## src/rtl/timer_pkg.sv

```systemverilog
// Shared constants and types for the interval timer: register map, CTRL bit positions
// and the run-state encoding.
package timer_pkg;

    localparam logic [1:0] A_RELOAD_LO = 2'd0;
    localparam logic [1:0] A_RELOAD_HI = 2'd1;
    localparam logic [1:0] A_PRESC     = 2'd2;
    localparam logic [1:0] A_CTRL      = 2'd3;

    localparam int B_EN  = 0;
    localparam int B_PER = 1;
    localparam int B_IE  = 2;
    localparam int B_CLR = 3;

    typedef enum logic {
        IDLE = 1'b0,
        RUN  = 1'b1
    } state_t;

endpackage

```

## src/rtl/tick_gen.sv

```systemverilog
// Clock prescaler: emits a one-cycle tick every (presc+1) cycles while run is high.
module tick_gen #(
    parameter int PW = 8
) (
    input  logic          clk,
    input  logic          reset,
    input  logic          run,
    input  logic [PW-1:0] presc,
    output logic          tick
);

    logic [PW-1:0] pc_r;

    // >= rather than == so a smaller PRESC written mid-run cannot stall for a full wrap
    assign tick = run && (pc_r >= presc);

    // Prescale counter; held at zero whenever the timer is not running
    always_ff @(posedge clk) begin
        if (reset) begin
            pc_r <= {PW{1'b0}};
        end else if (!run) begin
            pc_r <= {PW{1'b0}};
        end else if (tick) begin
            pc_r <= {PW{1'b0}};
        end else begin
            pc_r <= pc_r + PW'(1);
        end
    end

endmodule

```

## src/rtl/interval_timer.sv

```systemverilog
// Programmable down-counting interval timer raising a level interrupt request that is
// held until acknowledged by the CPU or cleared through CTRL.
module interval_timer
    import timer_pkg::*;
#(
    parameter int WIDTH = 16,
    parameter int PW    = 8
) (
    input  logic       clk,
    input  logic       reset,
    input  logic       we,
    input  logic [1:0] addr,
    input  logic [7:0] wdata,
    output logic [7:0] rdata,
    input  logic       s_finish_interr,
    output logic       i_timer
);

    state_t            state_r;
    state_t            state_nxt_s;
    logic [7:0]        reload_lo_r;
    logic [7:0]        reload_hi_r;
    logic [PW-1:0]     presc_r;
    logic              periodic_r;
    logic              irq_en_r;
    logic              pending_r;
    logic              i_timer_r;
    logic [WIDTH-1:0]  count_r;
    logic [WIDTH-1:0]  count_nxt_s;
    logic              irq_en_nxt_s;
    logic              pending_nxt_s;
    logic              expire_s;
    logic              ctrl_wr_s;
    logic              clear_s;
    logic              tick_s;
    logic              run_s;
    logic [15:0]       reload_full_s;
    logic [WIDTH-1:0]  reload_s;
    logic [15:0]       count_ext_s;

    assign ctrl_wr_s     = we && (addr == A_CTRL);
    assign clear_s       = s_finish_interr || (ctrl_wr_s && wdata[B_CLR]);
    assign run_s         = (state_r == RUN);
    assign reload_full_s = {reload_hi_r, reload_lo_r};
    assign reload_s      = reload_full_s[WIDTH-1:0];
    assign count_ext_s   = 16'(count_r);
    assign i_timer       = i_timer_r;

    tick_gen #(
        .PW(PW)
    ) u_tick_gen (
        .clk  (clk),
        .reset(reset),
        .run  (run_s),
        .presc(presc_r),
        .tick (tick_s)
    );

    // Next-state logic for the run FSM, main counter and pending flag
    always_comb begin
        state_nxt_s   = state_r;
        count_nxt_s   = count_r;
        expire_s      = 1'b0;
        irq_en_nxt_s  = irq_en_r;
        pending_nxt_s = pending_r;
        case (state_r)
            IDLE: begin
                if (ctrl_wr_s && wdata[B_EN]) begin
                    state_nxt_s = RUN;
                    count_nxt_s = reload_s;
                end else begin
                    state_nxt_s = IDLE;
                end
            end
            RUN: begin
                // An explicit stop wins over a tick in the same cycle; count is frozen
                if (ctrl_wr_s && !wdata[B_EN]) begin
                    state_nxt_s = IDLE;
                end else if (tick_s) begin
                    if (count_r == {WIDTH{1'b0}}) begin
                        expire_s = 1'b1;
                        if (periodic_r) begin
                            count_nxt_s = reload_s;
                        end else begin
                            state_nxt_s = IDLE;
                        end
                    end else begin
                        count_nxt_s = count_r - WIDTH'(1);
                    end
                end else begin
                    state_nxt_s = RUN;
                end
            end
            default: begin
                state_nxt_s = IDLE;
            end
        endcase
        if (ctrl_wr_s) begin
            irq_en_nxt_s = wdata[B_IE];
        end else begin
            irq_en_nxt_s = irq_en_r;
        end
        if (expire_s) begin
            pending_nxt_s = 1'b1;
        end else if (clear_s) begin
            pending_nxt_s = 1'b0;
        end else begin
            pending_nxt_s = pending_r;
        end
    end

    // Register file, FSM state, counter and the registered interrupt request
    always_ff @(posedge clk) begin
        if (reset) begin
            state_r     <= IDLE;
            reload_lo_r <= 8'h00;
            reload_hi_r <= 8'h00;
            presc_r     <= {PW{1'b0}};
            periodic_r  <= 1'b0;
            irq_en_r    <= 1'b0;
            pending_r   <= 1'b0;
            i_timer_r   <= 1'b0;
            count_r     <= {WIDTH{1'b0}};
        end else begin
            if (we && (addr == A_RELOAD_LO)) begin
                reload_lo_r <= wdata;
            end
            if (we && (addr == A_RELOAD_HI)) begin
                reload_hi_r <= wdata;
            end
            if (we && (addr == A_PRESC)) begin
                presc_r <= PW'(wdata);
            end
            if (ctrl_wr_s) begin
                periodic_r <= wdata[B_PER];
            end
            state_r   <= state_nxt_s;
            count_r   <= count_nxt_s;
            irq_en_r  <= irq_en_nxt_s;
            pending_r <= pending_nxt_s;
            i_timer_r <= pending_nxt_s & irq_en_nxt_s;
        end
    end

    // Register read mux
    always_comb begin
        rdata = 8'h00;
        case (addr)
            A_RELOAD_LO: rdata = count_ext_s[7:0];
            A_RELOAD_HI: rdata = count_ext_s[15:8];
            A_PRESC:     rdata = 8'(presc_r);
            A_CTRL:      rdata = {4'b0000, pending_r, irq_en_r, periodic_r, run_s};
            default:     rdata = 8'h00;
        endcase
    end

endmodule
```

## config.mk

```make
export PLATFORM = sky130hd
export DESIGN_NAME = interval_timer
export DESIGN_NICKNAME = d
export VERILOG_FILES = /design/src/rtl/timer_pkg.sv /design/src/rtl/tick_gen.sv /design/src/rtl/interval_timer.sv
export SDC_FILE = /design/constraint.sdc
export NUM_CORES = 1
export LEC_CHECK = 0
export ABC_AREA = 1
export BUFFER_PORTS_ARGS = -buffer_cell sky130_fd_sc_hd__buf_2
export CORE_MARGIN = 4
export CORE_UTILIZATION = 35
export CTS_CLUSTER_DIAMETER = 50
export DETAILED_ROUTE_END_ITERATION = 7
export GPL_TIMING_DRIVEN = 0
export PLACE_DENSITY_LB_ADDON = 0.08
export SETUP_SLACK_MARGIN = 0.3
export SLEW_MARGIN = 20
export SYNTH_ARGS = -nofsm -noshare
export SYNTH_HDL_FRONTEND = slang
export SYNTH_SLANG_ARGS = --single-unit
```

## constraint.sdc

```tcl
create_clock -name clk -period 1.7 [get_ports clk]
set_clock_uncertainty 0.1 [all_clocks]
set_input_delay 0.34 -clock clk [delete_from_list [all_inputs] [get_ports clk]]
set_output_delay 0.34 -clock clk [all_outputs]
set_load 0.005 [all_outputs]
```

* Yosys cells after proc, flatten, opt, wreduce, memory -nomap -nowiden
Cells that the tools add are included.
Cells by class: $add $sub $neg 2, order comparisons 1, eq/ne operators 7, muxes and demuxes 20, bitwise gates (word level) 2, reduce and logical (&&, ||, !) cells 14
Operator list (number):
- $mux W16 | 5
- $pmux W16 S2 | 1
- $pmux W8 S4 | 1
- $logic_not A16 Y1 | 1
- $sub A16 B1 Y16 const B | 1
- $mux W1 | 12
- $add A8 B1 Y8 const B | 1
- $ge A8 B8 Y1 | 1
- $logic_and A1 B1 Y1 | 8
- $eq A2 B2 Y1 const B | 2
- $ne A2 B2 Y1 const B | 2
- $reduce_and A4 Y1 | 1
- $ne A3 B3 Y1 const B | 1
- $reduce_or A3 Y1 | 1
- $eq A2 B1 Y1 const B | 1
- $logic_not A2 Y1 | 1
- $ne A2 B1 Y1 const B | 1
- $pmux W1 S2 | 1
- $and A1 B1 Y1 | 1
- $logic_not A1 Y1 | 1
- $logic_or A1 B1 Y1 | 1
- $not A1 Y1 | 1
Storage, ports and cells: bits in registers 53, output and inout port bits 9, word-level logic and storage cells 56

* Logic depth before layout (Yosys ltp)
word-level depth 7, depth in mapped cells 14

* Cells and area by module
Synthesis repeated with hierarchy kept, for this count alone.
Unflattened totals: cell total of the unflattened synthesis 465, area, all modules 3039.2 sq um
Modules (own cells, without submodules):
- interval_timer | instances 1, cells each 389, area an instance 2472.4 sq um
- tick_gen | instances 1, cells each 76, area an instance 566.8 sq um

* Least setup slack after synthesis
OpenSTA, ideal clock, no wires.
path kind reg-to-reg, start point reg presc_r[5], end point reg count_r[6], in the netlist count_ext_s[6], setup time 129 ps, data arrival time 1645 ps, path slack -174 ps, cell stages (with the launch flop) 12, path buffers 1, clock period less this slack 1874 ps, path through dfxtp_1 inv_1 ha_1 a21oi_1 nor2_1 nor2_1 nand3_2 nand2_8 inv_8 buf_12 nand2_4 a21oi_2
On the way: word-level cells in the longest chain between the ends 4
Ends and longest elaborated chain:
- start: declaration | RTL line interval_timer.sv:23 | logic [PW-1:0] presc_r;
- start signal: assignment | RTL line interval_timer.sv:118 | presc_r <= {PW{1'b0}};
- start signal: assignment | RTL line interval_timer.sv:132 | presc_r <= PW'(wdata);
- $ge A8 B8 Y1 | RTL line tick_gen.sv:15 | assign tick = run && (pc_r >= presc);
- $logic_and A1 B1 Y1 | RTL line tick_gen.sv:15
- $ne A2 B1 Y1 (no line)
- $reduce_and A4 Y1 (no line)
- end signal: assignment | RTL line interval_timer.sv:123 | count_r <= {WIDTH{1'b0}};
- end signal: assignment | RTL line interval_timer.sv:138 | count_r <= count_nxt_s;
- end: declaration | RTL line interval_timer.sv:28 | logic [WIDTH-1:0] count_r;
No other way between the ends. A chain may end at the register's enable or synchronous reset.

* Final worst setup path
start point reg presc_r[3], end point reg count_r[8], in the netlist count_ext_s[8]
Same word-level chain as after synthesis.

==> results.sh <==
export IMPL_netlist_instances=439
export IMPL_period_minus_slack_ns=1.820
export IMPL_syn_area_um2=3047
export IMPL_grt_pass1_wl_um=15480
export IMPL_finalWorstSetupSlack_ns=-0.1203
export IMPL_timing_rr_end="count_ext_s[8]"
export IMPL_min_path_cells=3
export IMPL_r2r_slack_ns=-0.12
export IMPL_core_um2=8341
export IMPL_rsz0062_at_grt="true"
export IMPL_path_cells="inv_2, ha_4, nand2_2, nor2_1, nor2_1, nand2_1, nand2_2, nand3_4, buf_6, buf_6, nand3_1, nand2_1, a21oi_1"
export IMPL_drc_errors=0
export IMPL_fin_total_pwr_w=0.002797
export IMPL_dieArea_um2=10260
export IMPL_period_share_pct=107.1
export IMPL_hold_end="reload_lo_r[5]"
export IMPL_synth_area_per_cell_um2=6.940
export IMPL_synthTopCellsByArea="dfxtp_1 (35%), nand2_1 (12%), nor2_1 (7.9%)"
export IMPL_design_area_um2=4197
export IMPL_pin_count=23
export IMPL_outcome="finished, violations left"
export IMPL_seq_area_um2=1110
export IMPL_dr_first_iter_drc_count=183
export IMPL_yosys_top_cells_count="nand2_1 (96), nor2_1 (64), dfxtp_1 (53)"
export IMPL_drv_cap=0
export IMPL_yosys_warnings=0
export IMPL_async_flop_share_pct=0
export IMPL_postCtsHoldBufs=0
export IMPL_p_leak_nw=1.848
export IMPL_clk_pin_slew_ns=0.10
export IMPL_slew_viol_final=0
export IMPL_vias=3087
export IMPL_holdCritStartpoint="wdata[5]"
export IMPL_nets=530
export IMPL_cts_root_buffer="clkbuf_8"
export IMPL_antenna_found_initial=0
export IMPL_gp_congestion=0.8604
export IMPL_routedWlPerCell_um=15.66
export IMPL_r2r_cells=13
export IMPL_clock_latency_ns=0.31
export IMPL_viasPerCell=5.052
export IMPL_drive_gt1_share_pct=41.30
export IMPL_critPathMaxFanout=4
export IMPL_fin_setup_tns_ns=-1.855
export IMPL_synth_most_common_cell="nand2_1"
export IMPL_drt_antenna_violating_nets=0
export IMPL_cp_end_kind="flip-flop"
export IMPL_num_rows=33
export IMPL_tightest_slew_ns=0.7917
export IMPL_cp_data_required_time_ns=1.85
export IMPL_cts_buffers=5
export IMPL_fill_cells=861
export IMPL_power_density_nw_per_um2=666.5
export IMPL_synth_cell_types=37
export IMPL_synth_top_cell_area_share_pct=34.83
export IMPL_yosys_area_top_type="dfxtp_1"
export IMPL_finalHoldViolations=0
export IMPL_crit_type="reg -> reg"
export IMPL_syn_num_nets=464
export IMPL_start_util_pct=36.53
export IMPL_ys_seq_area_share_pct=34.83
export IMPL_die_h_um=101.3
export IMPL_irDropWorstVdd_mv=0.4107
export IMPL_synthFlopType="dfxtp_1"
export IMPL_crit_slowest_cell="dfxtp_2"
export IMPL_crit_cells=13
export IMPL_worst_path_buf_inv=3
export IMPL_r2r_start="presc_r[3]"
export IMPL_clk_path_buf_depth=2
export IMPL_arrival_ns=1.97
export IMPL_multi_input_area_um2=2061
export IMPL_setup_viol=27
export IMPL_first_pass_iters=5
export IMPL_htree_levels=2
export IMPL_hold_class="in -> reg"
export IMPL_fmax_mhz=549.4
export IMPL_pre_cts_ws_ns=-0.3615
export IMPL_place_area_um2=3331
export IMPL_synth_seq_cells=53
export IMPL_start_kind="flip-flop"
export IMPL_die_x_um=101.3
export IMPL_area_growth_pct=37.74
export IMPL_grt_max_degree=18
export IMPL_wl_um=9571
export IMPL_hpwl_um=6833
export IMPL_io_buffer_count=21
export IMPL_grt_ovfl_total=0
export IMPL_grt_pass1_vias=2975
export IMPL_antennaDiodeCount=0
export IMPL_slew_headroom_pct=47.22
export IMPL_cpLargestDelayFamily="simple AND/OR/NAND/NOR gates"
export IMPL_crit_path_max_incr_delay_ns=0.33
export IMPL_violations="setup timing"
export IMPL_track_usage_pct=19.39
export IMPL_synth_edff_count=0
export IMPL_clock_sinks=53
export IMPL_cts_tree="built"
## tightest hold or removal path, cell delays in order
cell and delay, ns:
buf_2 0.11, nor2_1 0.06, nor2_1 0.08
## cell families after synthesis
kind of cell,after synthesis,share of synthesized area (%)
fa+ha+maj,11,4.517
simple gates,216,32.44
buf+inv,60,8.953
compound gates,91,16.96
flops,53,34.83
xor+xnor,8,2.300
## routing by layer
layer  share of wire [%]  wire length, um  vias up  global-route usage, %
li1                    -                -     1548                      -
met4                 1.3              127        0                  5.317
met1                  50             4776     1456                  27.93
met2                  45             4263       73                  30.23
met3                 4.2              404       10                  2.755
met5                   0                0        -                      0
## stage by stage
| step | util (%) | hold slack [ns] | cells |
|---|---|---|---|
| 2_1_floorplan | - | 0.3191 | 439 |
| 3_3_place_gp | 39.93 | 0.3423 | 565 |
| 3_5_place_dp | 39.93 | 0.3422 | 565 |
| 4_1_cts | 48.36 | 0.1977 | 605 |
| 5_1_grt | 50.32 | 0.2244 | 611 |
| 6_report | 50.32 | 0.2122 | 611 |
## timing repair
| item | in CTS | in global routing |
|---|---|---|
| pin swaps | 38 | 9 |
| endpoints found under the hold margin | 0 | 0 |
| gates resized for setup | 114 | 43 |
| setup buffers | 30 | 6 |
| cloned | 2 | 0 |
| setup endpoints to repair | 47 | 42 |
## sequential cells by signal (all words and copies together), names as in the netlist
register,cells
count_ext_s,16
presc_r,8
reload_hi_r,8
reload_lo_r,8
u_tick_gen.pc_r,8
i_timer,1
irq_en_r,1
pending_r,1
periodic_r,1
run_s,1
## worst max-delay path by stage
| stage | from | endpoint | slack [ns] |
|---|---|---|---|
| CTS | presc_r[3] | count_ext_s[4] | -0.08 |
| floorplan | presc_r[3] | count_ext_s[6] | -0.01 |
| finish | presc_r[3] | count_ext_s[8] | -0.12 |
| detailed placement | addr[1] | reload_lo_r[4] | -0.36 |
| global placement | addr[1] | reload_lo_r[7] | -0.34 |
| global route | presc_r[3] | count_ext_s[15] | -0.27 |
## final cells by class
type	count	area share, %
plain buffers	12	2.415
clock buffers	5	1.640
clock inverters	3	0.5069
inverters	48	5.009
multi-input cells	326	49.11
flip-flops and latches	53	26.45
well taps	105	3.131
repair buffers	59	11.75
## layout by cell type, fill, tap and decap left out, types with 10 or more instances in the layout
cell,count
buf_2,19
nor2_1,54
a21oi_1,23
nand2_1,84
nor2_4,12
buf_6,17
buf_4,23
inv_2,12
inv_1,29
a21oi_2,17
o21ai_0,28
nand2_4,10
dfxtp_2,18
nand2_2,14
nand3_1,18
dfxtp_1,28
## power by group
group	switching [W]	total [W]	internal [W]
Combinational	0.000434	0.000739	0.000305
Sequential	0.0000359	0.00132	0.00128
Clock	0.000449	0.000742	0.000294
No activity file was read; power rests on OpenSTA's default activity.
